<file path="src/rtl/gerador_estado.sv">
// gerador_estado: four-phase timing generator with a warning strobe, phase-00
// shortening request and an acknowledge handshake toward the change-pulse
// detector. A missing acknowledge parks the block in a sticky error state.
module gerador_estado #(
  parameter int W           = 8,
  parameter int TEMPO0      = 20,
  parameter int TEMPO1      = 5,
  parameter int TEMPO2      = 20,
  parameter int TEMPO3      = 5,
  parameter int AVISO       = 15,
  parameter int ACK_TIMEOUT = 4
) (
  input  logic       clk,
  input  logic       reset,
  input  logic       tick,
  input  logic       casoEsp,
  input  logic       pulso,
  output logic [1:0] estado,
  output logic       sinal,
  output logic       sinal15,
  output logic       ocupado,
  output logic       erro
);

  typedef enum logic [1:0] {
    CONTA      = 2'b00,
    ESPERA_ACK = 2'b01,
    ERRO       = 2'b10
  } fsm_t;

  localparam logic [W-1:0] UM       = W'(1);
  localparam logic [W-1:0] AVISO_W  = W'(AVISO);
  localparam logic [W-1:0] TOUT_W   = W'(ACK_TIMEOUT);
  localparam bit           AVISO_ON = (AVISO != 0);

  fsm_t       fsm;
  logic [W-1:0] cont;
  logic [W-1:0] tout;
  logic [1:0]   proxEstado;
  logic [W-1:0] contMenos1;
  logic         encurta;

  // Duration loaded into the phase counter when a given phase begins.
  function automatic logic [W-1:0] tempoDe(input logic [1:0] fase);
    logic [W-1:0] t;
    t = W'(TEMPO0);
    case (fase)
      2'b00:   t = W'(TEMPO0);
      2'b01:   t = W'(TEMPO1);
      2'b10:   t = W'(TEMPO2);
      default: t = W'(TEMPO3);
    endcase
    return t;
  endfunction

  assign proxEstado = estado + 2'd1;
  assign contMenos1 = cont - UM;
  // The shortening request only matters in phase 00 while more than the
  // warning count is left; otherwise it would lengthen or repeat the warning.
  assign encurta    = casoEsp && (estado == 2'b00) && (cont > AVISO_W);

  // Main controller: phase timing, strobes, acknowledge wait and error trap.
  always_ff @(posedge clk or posedge reset) begin
    if (reset) begin
      fsm     <= CONTA;
      estado  <= 2'b00;
      cont    <= W'(TEMPO0);
      tout    <= '0;
      sinal   <= 1'b0;
      sinal15 <= 1'b0;
      ocupado <= 1'b0;
      erro    <= 1'b0;
    end else begin
      sinal   <= 1'b0;
      sinal15 <= 1'b0;
      case (fsm)
        CONTA: begin
          if (encurta) begin
            cont    <= AVISO_W;
            sinal15 <= AVISO_ON;
          end else if (tick) begin
            if (cont == UM) begin
              estado  <= proxEstado;
              sinal   <= 1'b1;
              cont    <= tempoDe(proxEstado);
              tout    <= '0;
              fsm     <= ESPERA_ACK;
              ocupado <= 1'b1;
            end else begin
              cont    <= contMenos1;
              sinal15 <= AVISO_ON && (contMenos1 == AVISO_W);
            end
          end
        end
        ESPERA_ACK: begin
          if (pulso) begin
            fsm     <= CONTA;
            ocupado <= 1'b0;
          end else if (tick) begin
            if ((tout + UM) == TOUT_W) begin
              fsm     <= ERRO;
              ocupado <= 1'b0;
              erro    <= 1'b1;
            end else begin
              tout <= tout + UM;
            end
          end
        end
        ERRO: begin
          erro    <= 1'b1;
          ocupado <= 1'b0;
        end
        default: begin
          fsm     <= ERRO;
          erro    <= 1'b1;
          ocupado <= 1'b0;
        end
      endcase
    end
  end

endmodule

</file>
<file path="config.mk">
export PLATFORM = sky130hd
export DESIGN_NAME = gerador_estado
export DESIGN_NICKNAME = d
export VERILOG_FILES = /design/src/rtl/gerador_estado.sv
export SDC_FILE = /design/constraint.sdc
export NUM_CORES = 1
export LEC_CHECK = 0
export ABC_AREA = 1
export CORE_UTILIZATION = 55
export CTS_CLUSTER_DIAMETER = 200
export CTS_CLUSTER_SIZE = 20
export DETAILED_ROUTE_END_ITERATION = 6
export GPL_TIMING_DRIVEN = 0
export PLACE_DENSITY_LB_ADDON = 0.2
export SLEW_MARGIN = 20
export SYNTH_ARGS = -nofsm -noshare
export SYNTH_HDL_FRONTEND = slang
export SYNTH_SLANG_ARGS = --single-unit
</file>
<file path="constraint.sdc">
create_clock -name clk -period 3.5 [get_ports clk]
set_input_delay 0.35 -clock clk [delete_from_list [all_inputs] [get_ports clk]]
set_output_delay 0.35 -clock clk [all_outputs]
set_load 0.02 [all_outputs]
</file>
==> flow_summary.toml, run 1 <==
[power_and_ir_drop]
p_sw_uw = 432.9
leakagePower_nw = 0.8708
vdd_drop_max_mv = 0.5006
switching_share_pct = 42.44
power_frac_clock_pct = 14.5
combPwrFrac_pct = 46.8
cellPowerDensity_nw_per_um2 = 584.8
seqPwrFrac_pct = 38.6
intPower_uw = 587.1

[detailed_routing]
ant_nets = 0
wl_um = 2899
drt-wirelength-per-cell_um = 11.11
route.detailed.vias_per_inst = 5.195
drc = 0
first_pass_iters = 4
drt_iter0_markers = 72
vias = 1356

[sta]
rsz0062_at_grt = "false"
drv_slew = 0
fmax_mhz = 552.1
worstMarginPinSlew_ns = 0.8906
skew_ns = 0.001299
hold_violations = 0
fin_crit_ns = 1.811
period_share_pct = 51.75
maxSlewHeadroom_pct = 40.56
fin_setup_tns_ns = 0
setup_viol = 0

[final_layout]
drive_gt1_share_pct = 14.35
layout_commonest_cell = "nand2_1"
final_cells = 261
finalNetCount = 242
final_cell_mix = "nand2_1, nor2_1, dfrtp_1"
area_growth_pct = 11.16
diodes = 0
fillerInstances = 236

[critical_path]
critPathCaptureType = "register"
crit_path_top_delay_cell = "dfrtp_1"
critPathBufInv = 0
crit_family = "simple AND/OR/NAND/NOR gates"
cp_common_cell = "nand2_1"
cp_max_fo = 10
required_ns = 3.77
path_cells = "ha_1 > nand3_2 > o21ai_1 > nand2_1 > nor2_4 > nand3_4 > nand2_4 > nand2_1 > nand2_1"
cpPeakStageDelay_ns = 0.49
crit_arrival_ns = 2.08
critPathKind = "register to register"
critPathLaunchType = "register"

[placement]
place_hpwl_um = 2209
routabilityCongestion = 0.8552
place_inst = 257
port_buffers = 10

[global_routing]
grt_pass1_wl_um = 5202
grt_usage_pct = 20.99
grt_antenna_before_repair = 0
gr-total-overflow = 0
grt_pass1_vias = 1213
grt_max_degree = 25

[floorplan]
rows = 19
start_util_pct = 57.39
die_h_um = 55.41
core_area_um2 = 2734
dieArea_um2 = 3070
die_w_um = 55.41
io_pins = 11

[synth]
ys_ff_latch = 24
synth_edf_count = 0
syn_avg_cell_area_um2 = 7.264
ys_types = 30
synthCells = 216
syn-cell-area_um2 = 1569
ys_warn_count = 0
ys_seq_area_share_pct = 38.44
synthesis.nets = 227
ys.flop_type = "dfrtp_1"
synth-async-reset-ratio_pct = 100.0

[cts]
hold_buffers = 0
cts_tree = "yes"
htreeDepth = 1
cts.clk_slew.worst_paths_ns = 0.13
cts_made_buffers = 3
cts-root-buf = "clkbuf_4"
post-cts-setup-buffer-count = 0
cts_resized = 0
cts_buffer_depth = 2
clock_latency_ns = 0.31
cts_sinks = 24

[run]
drv_cap = 0

[min_path]
hp-class = "register to register"

[run_status]
status = "complete, no violations"
==> final timing paths <==
path | to | cells after the start | slack [ns] | from
max | tout[5] | 9 | 1.69 | tout[0]
min | erro | 2 | 0.49 | erro
max reg2reg | tout[5] | 9 | 1.69 | tout[0]
min reg2reg | erro | 2 | 0.49 | erro
max in group asynchronous | sinal15 | 2 | 2.45 | reset
min in group asynchronous | sinal | 2 | 0.51 | reset
==> through the flow <==
step | worst slack (ns) | total power [mW] | util [%] | cell area (um2) | hold slack [ns]
finish | 1.689 | 1.020 | 63.80 | 1744 | 0.4929
global route | 1.468 | 1.108 | 63.80 | 1744 | 0.5342
CTS | 1.691 | 1.029 | 63.80 | 1744 | 0.5008
detailed placement | 1.586 | 0.8736 | 62.47 | 1708 | 0.4630
global placement | 1.633 | 0.8600 | 62.47 | 1708 | 0.4538
floorplan | 1.959 | 0.7530 | - | 1569 | 0.3631
==> area by class of cell <==
cell class                 count  area [um2]  area share (%)
timing repair buffer          10       100.1           5.739
buffer                         2       12.51          0.7174
multi-input combinational    158       833.3           47.78
inverter                      32       120.1           6.887
tap                           31       38.79           2.224
sequential                    24       603.1           34.58
clock buffer                   4       36.28           2.080
==> flip-flops by register name, indices dropped and copies added, names as in the netlist <==
signal	count
sinal	1
cont	8
sinal15	1
ocupado	1
tout	8
erro	1
fsm	2
estado	2
==> cells in the mapped netlist (all sizes together) (3+ instances only) <==
| cell type | count | area [um2] |
|---|---|---|
| a21oi | 4 | 20.02 |
| dfrtp | 22 | 550.5 |
| ha | 6 | 75.07 |
| inv | 30 | 112.6 |
| nand2 | 70 | 277.8 |
| nand3 | 19 | 130.1 |
| nand4 | 5 | 31.28 |
| nor2 | 30 | 152.6 |
| nor3 | 3 | 15.01 |
| o21ai | 10 | 50.04 |
==> tightest hold or removal path: stages (launching register included) <==
cell     delay (ns)
dfrtp_1        0.37
nor2_1         0.04
nand2_1        0.05
==> cell families (layout without fill, tap and decap cells) <==
kind of cell	Yosys count	after routing	share of synthesized area, %
simple gates	131	131	40.43
buf+inv	34	48	8.453
flops	24	24	38.44
compound gates	19	19	6.778
fa+ha+maj	6	6	4.785
xor+xnor	2	2	1.117
==> metal layers <==
metal	track usage (%)	part of all wire [%]	up-vias	routed length, um
met1	32.30	53	610	1537
li1	-	-	715	-
met4	7.500	1.5	0	43
met3	2.108	2.8	6	81
met2	30.81	43	25	1237
met5	0	0	-	0
==> power groups by stage <==
stage	sequential (mW)	combinational (mW)	clock, mW
CTS	0.394	0.477	0.157
detailed placement	0.400	0.474	0
global route	0.403	0.542	0.164
floorplan	0.415	0.338	0
finish	0.394	0.478	0.148
global placement	0.396	0.464	0
Note: power is estimated with default switching activity, not from simulation.
==> inputs of run 2 (changes only) <==
CORE_UTILIZATION = 52   (was 55)
clock period = 1.65 ns   (was 3.5 ns; I/O delays follow)
==> run 2 against run 1 <==
- the run now ends with design-rule violations, negative setup slack left
- utilization grew 4.0 points
- fmax up 9.1%
- clock skew rose by 0.015 ns
- largest cell class unchanged
- clock power is 120% higher
- wire length increased by 17%
- global-route usage up 0.45 points
- first-iteration DRC count shrank 4.2%
- sequential cell count unchanged
- total power grew 130%
==> flow_summary.toml, run 2 (same netlist as run 1, synthesis figures left out) <==
[run_status]
status = "complete, but fails checks"
violations = "design-rule violations, negative setup slack"

[cts]
cts.clk_slew.worst_paths_ns = 0.15
clock_latency_ns = 0.34
cts_sinks = 24
cts-root-buf = "clkbuf_4"
cts_tree = "yes"
cts_made_buffers = 3
cts_buffer_depth = 2
htreeDepth = 1
hold_buffers = 0

[floorplan]
core_area_um2 = 2805
rows = 19
dieArea_um2 = 3241
start_util_pct = 55.93
die_w_um = 56.93
io_pins = 11
die_h_um = 56.93

[sta]
worstMarginPinSlew_ns = 0.8990
fin_crit_ns = 1.660
period_share_pct = 100.6
rsz0062_at_grt = "true"
drv_slew = 0
setup_viol = 7
fin_hold_ws_ns = 0.3046
fin_ws_ns = -0.01020
skew_ns = 0.01598
maxSlewHeadroom_pct = 40.00
hold_violations = 0
fmax_mhz = 602.3

[min_path]
hp-class = "primary input to async pin"

[global_routing]
grt_pass1_vias = 1196
grt_usage_pct = 21.44
grt_max_degree = 25
grt_pass1_wl_um = 5285
gr-total-overflow = 0
grt_antenna_before_repair = 0

[final_layout]
final_area_um2 = 1903
drive_gt1_share_pct = 25.21
multi_input_area_um2 = 930.9
final_cell_mix = "nand2_1, nor2_1, dfrtp_1"
diodes = 0
area_growth_pct = 21.29
regArea_um2 = 604.3
fillerInstances = 232
finalNetCount = 250
reg_top3 = "cont (8), tout (8)"
layout_commonest_cell = "nand2_1"

[power_and_ir_drop]
cellPowerDensity_nw_per_um2 = 1235
power_mw = 2.351
leakagePower_nw = 0.9121
vdd_drop_max_mv = 0.8613

[detailed_routing]
ant_nets = 0
drt_iter0_markers = 69
drt-wirelength-per-cell_um = 12.58
first_pass_iters = 6
drc = 4
vias = 1418
wl_um = 3383
route.detailed.vias_per_inst = 5.271

[placement]
routabilityCongestion = 0.8909
place_hpwl_um = 2157
placed_area_um2 = 1708
port_buffers = 10

[critical_path]
r2r_cells = 10
critPathLaunchType = "register"
crit_arrival_ns = 1.94
critPathCaptureType = "register"
critPathKind = "register to register"
cp_max_fo = 8
required_ns = 1.93

[run]
drv_cap = 0
[run 2: final timing paths]
path                         start         to  slack (ns)
hold / removal               reset  estado[1]        0.30
hold reg to reg               erro       erro        0.49
min in group clk              erro       erro        0.49
setup / recovery           tout[1]    tout[0]       -0.01
max in group asynchronous    reset    tout[0]        0.75
setup reg to reg           tout[1]    tout[0]       -0.01
[run 2: stage by stage]
| stage | cells | setup WS, ns | utilization, % | setup TNS [ns] |
|---|---|---|---|---|
| after detailed placement | 257 | -0.1012 | 60.88 | -0.8893 |
| final | 269 | -0.01020 | 67.84 | -0.03727 |
| after global routing | 269 | -0.1331 | 67.84 | -1.248 |
| after CTS | 264 | 0.003258 | 63.11 | 0 |
| after floorplan | 216 | 0.1094 | - | 0 |
| after global placement | 257 | -0.1163 | 60.88 | -1.117 |
[run 2: timing repair]
| item | in CTS | in global routing |
|---|---|---|
| cloned | 1 | 0 |
| buffers inserted | 2 | 5 |
| resized for setup | 1 | 26 |
| pin swaps | 0 | 13 |
| setup endpoints to repair | 11 | 17 |
[run 2: routing by layer]
layer  GRT usage, %  vias to the layer above  wire length (um)
met4          10.10                        0                38
li1               -                      739                 -
met3          2.041                        2               183
met2          30.25                       36              1461
met5              0                        -                 0
met1          33.09                      641              1701
[run 2: area by class of cell]
class                      count  area share, %
sequential                    24          31.76
tap                           31          2.038
multi-input combinational    159          48.92
clock buffer                   4          1.907
timing repair buffer          17          8.416
inverter                      32          6.312
buffer                         2         0.6575
[run 2: critical path, cell delays in order, from the launching register on]
cell and delay, ns:
dfrtp_1 0.45, buf_6 0.14, ha_1 0.15, clkinv_1 0.09, nor2_2 0.10, nand3_2 0.09
nor2_4 0.18, nand3_4 0.15, nand2_8 0.14, nand2_2 0.05, nand2_1 0.06
[run 2: power breakdown]
part           internal (mW)  leakage (nW)  total [mW]  switching [mW]
Clock                  0.135        0.0210       0.329           0.194
Sequential             0.739         0.307       0.843           0.105
Combinational          0.469         0.584        1.18           0.710
Total                   1.34         0.912        2.35            1.01
==> inputs of run 3 (changes only) <==
CORE_UTILIZATION = 45   (was 52)
TNS_END_PERCENT = 20   (was default)
==> run 3 against run 2 <==
- sequential power down 0.7%
- global-route usage down 2.0 points
- cell area down 0.26%
- the flow now finishes without violations
- utilization down 11 points
- hold slack worse by 0.093 ns
- total power down 3.6%
- critical endpoint is now tout[3]
- fmax up 3.1%
- via count down 3.6%
- setup slack better by 0.051 ns
- wire length down 4.6%
- sequential cell count unchanged
- critical path type unchanged
- combinational power down 6%
==> flow_summary.toml, run 3 (same netlist as run 1, synthesis figures left out) <==
[detailed_routing]
drc = 0
vias = 1367
ant_nets = 0
drt_iter0_markers = 51
drt-wirelength-per-cell_um = 11.45
route.detailed.vias_per_inst = 4.848
wl_um = 3228
first_pass_iters = 4

[floorplan]
dieArea_um2 = 3727
core_area_um2 = 3337
die_h_um = 61.05
die_w_um = 61.05
io_pins = 11
start_util_pct = 47.02
rows = 21

[sta]
period_share_pct = 97.55
fin_ws_ns = 0.04038
hold_violations = 0
rsz0062_at_grt = "true"
maxSlewHeadroom_pct = 40.53
fin_crit_ns = 1.610
skew_ns = 0.006245
fin_setup_tns_ns = 0
fmax_mhz = 621.3
worstMarginPinSlew_ns = 0.8865
setup_viol = 0
drv_slew = 0

[placement]
place_hpwl_um = 2282
port_buffers = 10
place_inst = 272
routabilityCongestion = 0.8394
post-place-ws_ns = -0.1710

[cts]
htreeDepth = 1
cts_made_buffers = 3
cts.clk_slew.worst_paths_ns = 0.14
hold_buffers = 0
cts_buffer_depth = 2
clock_latency_ns = 0.32
cts_tree = "yes"
cts-root-buf = "clkbuf_4"
cts_sinks = 24

[final_layout]
drive_gt1_share_pct = 24.15
final_util_pct = 56.88
layout_commonest_cell = "nand2_1"
diodes = 0
final_cells = 282
area_growth_pct = 20.97
finalNetCount = 248
reg_top3 = "cont (8), tout (8)"
fillerInstances = 344
final_cell_mix = "nand2_1, nor2_1, dfrtp_1"

[global_routing]
grt_max_degree = 25
grt_pass1_wl_um = 5347
grt_pass1_vias = 1249
grt_usage_pct = 19.44
grt_antenna_before_repair = 0
gr-total-overflow = 0

[power_and_ir_drop]
leakagePower_nw = 0.8919
vdd_drop_max_mv = 0.4048
cellPowerDensity_nw_per_um2 = 1194

[run_status]
status = "complete, no violations"

[critical_path]
cp_common_cell = "nand2_2"
required_ns = 1.92
crit_path_top_delay_cell = "dfrtp_1"
critPathCaptureType = "register"
critPathBufInv = 1
crit_family = "simple AND/OR/NAND/NOR gates"
cpPeakStageDelay_ns = 0.44
cp_max_fo = 8
critPathLaunchType = "register"
critPathKind = "register to register"
crit_arrival_ns = 1.88
path_cells = "ha_4 > inv_2 > nand2_2 > nand2_2 > nor2_2 > nand3_2 > nor2_4 > nand3_4 > nand2_8 > nand2_2 > nand2_2"

[min_path]
hp-class = "primary input to async pin"

[run]
drv_cap = 0
run 3: cell count changes in the layout (fill, tap and decap cells not counted), moves of 2 or more:
cell,before,now
nand2_1,54,58
nand2_2,13,10
inv_1,18,16
buf_4,6,4
run 3: worst paths after layout:
kind | depth (start not counted) | end | slack (ns) | from
max in group asynchronous | 2 | tout[0] | 0.99 | reset
worst min-delay path | 2 | tout[4] | 0.21 | reset
worst min register to register | 2 | erro | 0.48 | erro
worst max register to register | 11 | tout[3] | 0.04 | tout[1]
worst max-delay path | 11 | tout[3] | 0.04 | tout[1]
min in group clk | 2 | erro | 0.48 | erro
run 3: routing by layer:
| layer | part of all wire (%) | global-route usage, % |
|---|---|---|
| met1 | 47 | 24.31 |
| met2 | 51 | 33.85 |
| met3 | 1.5 | 2.521 |
| met4 | 0.65 | 7.792 |
| met5 | 0 | 0 |
run 3: power breakdown:
part / leakage, nW / total, mW / internal (mW) / switching [mW]
combinational: 0.564 / 1.11 / 0.433 / 0.676
sequential: 0.307 / 0.837 / 0.738 / 0.0988
clock: 0.0210 / 0.321 / 0.135 / 0.186
total: 0.892 / 2.27 / 1.31 / 0.960
run 3: layout make-up:
type | count | area (um2) | area share (%)
flip-flops and latches | 24 | 604.3 | 31.84
plain buffers | 2 | 12.51 | 0.6592
well taps | 46 | 57.56 | 3.032
repair buffers | 15 | 145.1 | 7.647
multi-input cells | 159 | 922.1 | 48.58
inverters | 32 | 120.1 | 6.328
clock buffers | 4 | 36.28 | 1.912
run 3: per-stage QoR:
stage	cell area (um2)	hold slack [ns]	total power, mW
floorplan	1569	0.1781	1.597
global placement	1727	0.4565	1.853
detailed placement	1727	0.4550	1.855
CTS	1808	0.3727	2.226
global route	1898	0.2597	2.465
finish	1898	0.2111	2.267
run 3: repair_timing:
action | 4_1_cts | 5_1_grt
setup endpoints to repair | 11 | 17
setup buffers | 2 | 3
resized for setup | 5 | 20
cloned | 1 | 0
pin swaps | 3 | 12
